==> config.mk <==
export PLATFORM = sky130hd
export DESIGN_NAME = iterative_shifter_flat
export DESIGN_NICKNAME = d
export VERILOG_FILES = /design/src/rtl/iterative_shifter_if.sv /design/src/rtl/iterative_shifter.sv /design/src/flat_wrapper.sv
export SDC_FILE = /design/constraint.sdc
export NUM_CORES = 1
export LEC_CHECK = 0
export CORE_ASPECT_RATIO = 0.8
export CORE_MARGIN = 2
export CORE_UTILIZATION = 50
export CTS_BUF_LIST = sky130_fd_sc_hd__clkbuf_8
export DETAILED_ROUTE_END_ITERATION = 12
export DONT_BUFFER_PORTS = 1
export PLACE_DENSITY = 0.68
export SYNTH_ARGS = -nofsm -noshare
export SYNTH_HDL_FRONTEND = slang
export SYNTH_SLANG_ARGS = --single-unit
==> constraint.sdc <==
create_clock -name clock -period 2.2 [get_ports clock]
set_input_delay 0.22 -clock clock [delete_from_list [all_inputs] [get_ports clock]]
set_output_delay 0.22 -clock clock [all_outputs]
set_load 0.01 [all_outputs]
==> src/rtl/iterative_shifter_if.sv <==
// Request/response handshake bundle for iterative_shifter.
// The master side issues shift requests and consumes results.
interface iterative_shifter_if #(
    parameter int WIDTH   = 32,
    parameter int SHAMT_W = 5
);
    logic               in_valid;
    logic               in_ready;
    logic [WIDTH-1:0]   in_data;
    logic [SHAMT_W-1:0] in_shamt;
    logic [1:0]         in_op;
    logic               out_valid;
    logic               out_ready;
    logic [WIDTH-1:0]   out_data;

    modport master (
        output in_valid, in_data, in_shamt, in_op, out_ready,
        input  in_ready, out_valid, out_data
    );

    modport slave (
        input  in_valid, in_data, in_shamt, in_op, out_ready,
        output in_ready, out_valid, out_data
    );
endinterface

==> src/rtl/iterative_shifter.sv <==
// Multi-cycle shifter: SLL/SRL/SRA/ROR by a variable amount, at most STEP bits per clock.
// One operation in flight; all handshake outputs come straight from flops.
module iterative_shifter #(
    parameter int WIDTH   = 32,
    parameter int SHAMT_W = 5,
    parameter int STEP    = 2
) (
    input  logic                clock,
    input  logic                reset_n,
    iterative_shifter_if.slave  bus,
    output logic                busy
);
    typedef enum logic [1:0] {IDLE, SHIFT, DONE} state_t;

    localparam logic [1:0] OP_SLL = 2'b00;
    localparam logic [1:0] OP_SRL = 2'b01;
    localparam logic [1:0] OP_SRA = 2'b10;
    localparam logic [SHAMT_W-1:0] STEP_AMT = SHAMT_W'(STEP);

    state_t             state_q, state_d;
    logic [WIDTH-1:0]   data_q, data_d;
    logic [SHAMT_W-1:0] rem_q, rem_d;
    logic [SHAMT_W-1:0] step_k;
    logic [1:0]         op_q, op_d;
    logic               in_ready_q, in_ready_d;
    logic               out_valid_q, out_valid_d;
    logic               busy_q, busy_d;
    logic [WIDTH-1:0]   out_data_q, out_data_d;

    // One partial shift. SRA keeps the MSB at each step, so the original sign persists.
    function automatic logic [WIDTH-1:0] shift_step(
        input logic [WIDTH-1:0]   d,
        input logic [SHAMT_W-1:0] k,
        input logic [1:0]         op
    );
        logic signed [WIDTH-1:0] sd;
        logic [2*WIDTH-1:0]      rot;
        sd  = $signed(d);
        rot = {d, d} >> k;
        case (op)
            OP_SLL:  shift_step = d << k;
            OP_SRL:  shift_step = d >> k;
            OP_SRA:  shift_step = sd >>> k;
            default: shift_step = rot[WIDTH-1:0];
        endcase
    endfunction

    always_comb begin
        state_d = state_q;
        data_d  = data_q;
        rem_d   = rem_q;
        op_d    = op_q;
        step_k  = (rem_q < STEP_AMT) ? rem_q : STEP_AMT;

        case (state_q)
            IDLE: begin
                if (bus.in_valid && in_ready_q) begin
                    data_d  = bus.in_data;
                    rem_d   = bus.in_shamt;
                    op_d    = bus.in_op;
                    state_d = (bus.in_shamt == '0) ? DONE : SHIFT;
                end
            end
            SHIFT: begin
                data_d = shift_step(data_q, step_k, op_q);
                rem_d  = rem_q - step_k;
                if (rem_d == '0) begin
                    state_d = DONE;
                end
            end
            DONE: begin
                if (bus.out_ready) begin
                    state_d = IDLE;
                end
            end
            default: state_d = IDLE;
        endcase

        // Outputs are decoded from the next state so they register in step with it.
        in_ready_d  = (state_d == IDLE);
        out_valid_d = (state_d == DONE);
        busy_d      = (state_d != IDLE);
        out_data_d  = (state_d == DONE) ? data_d : '0;
    end

    always_ff @(posedge clock) begin
        if (!reset_n) begin
            state_q     <= IDLE;
            data_q      <= '0;
            rem_q       <= '0;
            op_q        <= '0;
            in_ready_q  <= 1'b1;
            out_valid_q <= 1'b0;
            busy_q      <= 1'b0;
            out_data_q  <= '0;
        end else begin
            state_q     <= state_d;
            data_q      <= data_d;
            rem_q       <= rem_d;
            op_q        <= op_d;
            in_ready_q  <= in_ready_d;
            out_valid_q <= out_valid_d;
            busy_q      <= busy_d;
            out_data_q  <= out_data_d;
        end
    end

    assign bus.in_ready  = in_ready_q;
    assign bus.out_valid = out_valid_q;
    assign bus.out_data  = out_data_q;
    assign busy          = busy_q;
endmodule

==> src/flat_wrapper.sv <==
// flat-port wrapper written by rule: the top's interface ports become plain ports
module iterative_shifter_flat 
#(
    parameter int WIDTH   = 32,
    parameter int SHAMT_W = 5,
    parameter int STEP    = 2
)
  (clock, reset_n, busy, bus_in_valid, bus_in_data, bus_in_shamt, bus_in_op, bus_out_ready, bus_in_ready, bus_out_valid, bus_out_data);
  iterative_shifter_if #(.WIDTH(WIDTH), .SHAMT_W(SHAMT_W)) bus_i ();
  input  logic clock;
  input  logic reset_n;
  output logic busy;
  input wire logic [$bits(bus_i.in_valid)-1:0] bus_in_valid;
  input wire logic [$bits(bus_i.in_data)-1:0] bus_in_data;
  input wire logic [$bits(bus_i.in_shamt)-1:0] bus_in_shamt;
  input wire logic [$bits(bus_i.in_op)-1:0] bus_in_op;
  input wire logic [$bits(bus_i.out_ready)-1:0] bus_out_ready;
  output wire logic [$bits(bus_i.in_ready)-1:0] bus_in_ready;
  output wire logic [$bits(bus_i.out_valid)-1:0] bus_out_valid;
  output wire logic [$bits(bus_i.out_data)-1:0] bus_out_data;
  assign bus_i.in_valid = bus_in_valid;
  assign bus_i.in_data = bus_in_data;
  assign bus_i.in_shamt = bus_in_shamt;
  assign bus_i.in_op = bus_in_op;
  assign bus_i.out_ready = bus_out_ready;
  assign bus_in_ready = bus_i.in_ready;
  assign bus_out_valid = bus_i.out_valid;
  assign bus_out_data = bus_i.out_data;
  iterative_shifter #(.WIDTH(WIDTH), .SHAMT_W(SHAMT_W), .STEP(STEP)) u_core (.clock(clock), .reset_n(reset_n), .bus(bus_i), .busy(busy));
endmodule
==> impl_results.md, run 1 <==
* Largest net degree at the start of global routing at 39
* Dpl hpwl at 7590 µm
* Cts bufs inserted at 9
* Vias in the first global route at 3,654
* Most common cell after layout, fill and taps aside: dfxtp_1
* Synth Register Bits at 76
* GPL Wtd Cong at 0.886
* Fin crit period at 2180 ps
* Core Area at a little under 0.008 mm²
* Global-route wire length before repair at 18,300 µm
* Layout cell share with drive strength beyond 1 at 0.114
* Starting Density at 0.514
* I/O pin total at between 70 and 80
* Cell Pwr Density at 865 mW/mm²
* DR WL/cell at 17.6 µm
* Die ar. at 0.00887 mm²
* CTS root buffer: clkbuf_8
* CP required at 2500 ps
* CP max-delay cell: or4_4
* Worst Path Arrival at 2480 ps
* Cell variety after synth at 53
* Initial drt markers at between 200 and 250
* Final #Nets at 555
* Most frequent cells in the layout: 75 x dfxtp_1, 63 x nor2_1, 59 x nand2_1
* Relative slew slack at 0.524
* Synth warn at 0
* Clock transition at path regs at 80 ps
* Status: finished clean
* Fillers at 760
* Final ANT Viol Nets at 0
* Vias per cell at 6.10
* Startpoint types: flop
* Layout Cells excl Fill at 624
* Die X at between 100 and 150 µm
* Worst-path maximum fanout at 23
* Clock Sinks at 76
* Maximum clock path buffer count at 2
* Leakage power at 1.68 nW
* Hold Crit Depth at 2
* CP max stage delay at roughly 550 ps
* Worst hold path class: in -> reg
* Die Span Y at between 80 and 90 µm
* CTS tree: built
* Worst Setup End Kind: flop
* Final worst path period share at 0.993
* DRT Pass-1 Iters at 6
* Multi-input logic area at 0.00235 mm²
* IO Port Bufs at 0
* Grt total ovfl at 0
* # H-tree levels at 3
* Top_reg_cell synth: dfxtp_1
* Maxcap violations at 0
* Dpl cells at 607
* Routed vias at 3,806
* Std cell rows at 29
* FFs w/ async S/R, synth at 0
* R2r worst-path depth at 7
* Register area at 0.00152 mm²
* Post-route setup TNS at 0 ps
* Post-synth EDFFs at 0
* RSZ-0062 raised after global routing: true
* Syn Std Cell Area at 0.00406 mm²
* Post-route DRC at 0
* Total power draw at 3.87 mW
* Crit-path cells: or4_4 -> nand2b_4 -> ha_4 -> a2111oi_4 -> a31oi_2 -> bufinv_8 -> and2_1
* Final setup fails at 0
* N_diodes at 0
* Peak supply drop at 465 µV
* Sequential fraction of the synthesis area at 0.374
* Mapped Nets at 562
* DRT Wirelength at 11,000 µm
* Layout Utilization at 0.566
* Achievable frequency at 458 MHz
* Final Skew at 9.41 ps
* Clk Latency, worst-skew pair at 360 ps
* Gr usage total at 0.254
* Least-Margin Pin Slew at 711 ps
* Synth Instances at 518
* Hold Vio Cnt, Final at 0
* Initial antenna violation count at 0
* Internal reg-to-reg setup slack at around 15 ps
* Slew Limit Fails at 0
* Average cell area after synthesis at 7.84 µm²
* Area delta synth->final at 10.1%
* Fin Hold WS at 10.9 ps
* WS Path Type: reg -> reg
==> final cells by class <==
class	count	area share
well taps	108	0.0302
multi-input cells	388	0.526
clock buffers	10	0.0308
inverters	10	0.0115
repair buffers	26	0.0470
flip-flops and latches	76	0.340
clock inverters	6	0.0145
==> worst paths after layout <==
kind                                       from                      end
worst min-delay path                    reset_n          u_core.rem_q[4]
worst max register to register  u_core.rem_q[2]  u_core.bus.out_data[10]
worst max-delay path            u_core.rem_q[2]  u_core.bus.out_data[10]
worst min register to register  u_core.rem_q[4]          u_core.rem_q[4]
==> metrics by stage <==
stage	area (µm²)	setup slack, ps
6_report	4470	15.4
3_3_place_gp	4250	13.3
5_1_grt	4470	-88.4
2_1_floorplan	4090	214
3_5_place_dp	4250	-45.3
4_1_cts	4460	0.516
==> state kept, by name, indices dropped and copies added (netlist names) <==
signal	count
u_core.op_q	2
u_core.rem_q	5
u_core.data_q	32
u_core.state_q	2
u_core.bus.out_data	32
u_core.bus.out_valid	1
u_core.bus.in_ready	1
u_core.busy	1
==> kinds of logic (layout without fill, tap and decap cells) <==
family / Yosys count / after routing / share of synthesized area
simple gates: 214 / 214 / 0.250
compound gates: 158 / 158 / 0.277
flops: 76 / 76 / 0.374
buf+inv: 54 / 52 / 0.0573
mux: 14 / 14 / 0.0363
fa+ha+maj: 1 / 1 / 0.00308
other cells: 1 / 1 / 0.000923
==> power breakdown <==
part           internal, mW  leakage, nW  switching [mW]
Sequential             1.48        0.619           0.152
Clock                 0.552       0.0959           0.537
Combinational         0.483        0.965           0.663
==> Yosys cell counts, types with 7 or more instances <==
master     count  share of area
a211o_1       19          0.041
dfxtp_1       76           0.37
a2bb2oi_1     11          0.024
and2_1        46          0.071
clkbuf_1      34          0.031
nand3_1       17          0.021
a21oi_1       40          0.049
nor3_1         7         0.0086
o21ai_0       15          0.018
nand2_1       59          0.055
a31oi_1        8          0.012
a211oi_1       8          0.015
nor2_1        64          0.059
o21a_1        22          0.041
inv_1          9         0.0083
mux2i_1        8          0.020
==> routing by layer <==
| metal | routed length, µm | track usage | up-vias | part of all wire |
|---|---|---|---|---|
| met2 | 4670 | 0.384 | 197 | 0.43 |
| met5 | 0 | 0.0110 | - | 0 |
| li1 | - | - | 1817 | - |
| met4 | 168 | 0.0703 | 0 | 0.015 |
| met3 | 951 | 0.0691 | 15 | 0.087 |
| met1 | 5200 | 0.358 | 1777 | 0.47 |
==> worst max-delay path, delay by kind of cell, from the launching register on <==
kind,cells,cell delay (ps)
AOI/OAI and AO/OA,2,510
adders and majority gates,1,210
buffers and inverters,1,280
DFF,1,320
and+or+nand+nor,3,800
==> what timing repair did <==
item,4_1_cts,5_1_grt
cloned,0,0
hold buffers,1,0
endpoints found under the setup margin,22,29
buffers inserted,0,0
pin swaps,0,0
hold endpoints to repair,20,0
gates resized for setup,1,2
Note: power is estimated with default switching activity, not from simulation.
==> inputs of run 2 (changes only) <==
CTS_CLUSTER_SIZE = 20   (was default)
==> results of run 2 <==
The final DEF is identical to that of run 1; final timing and power are the same.
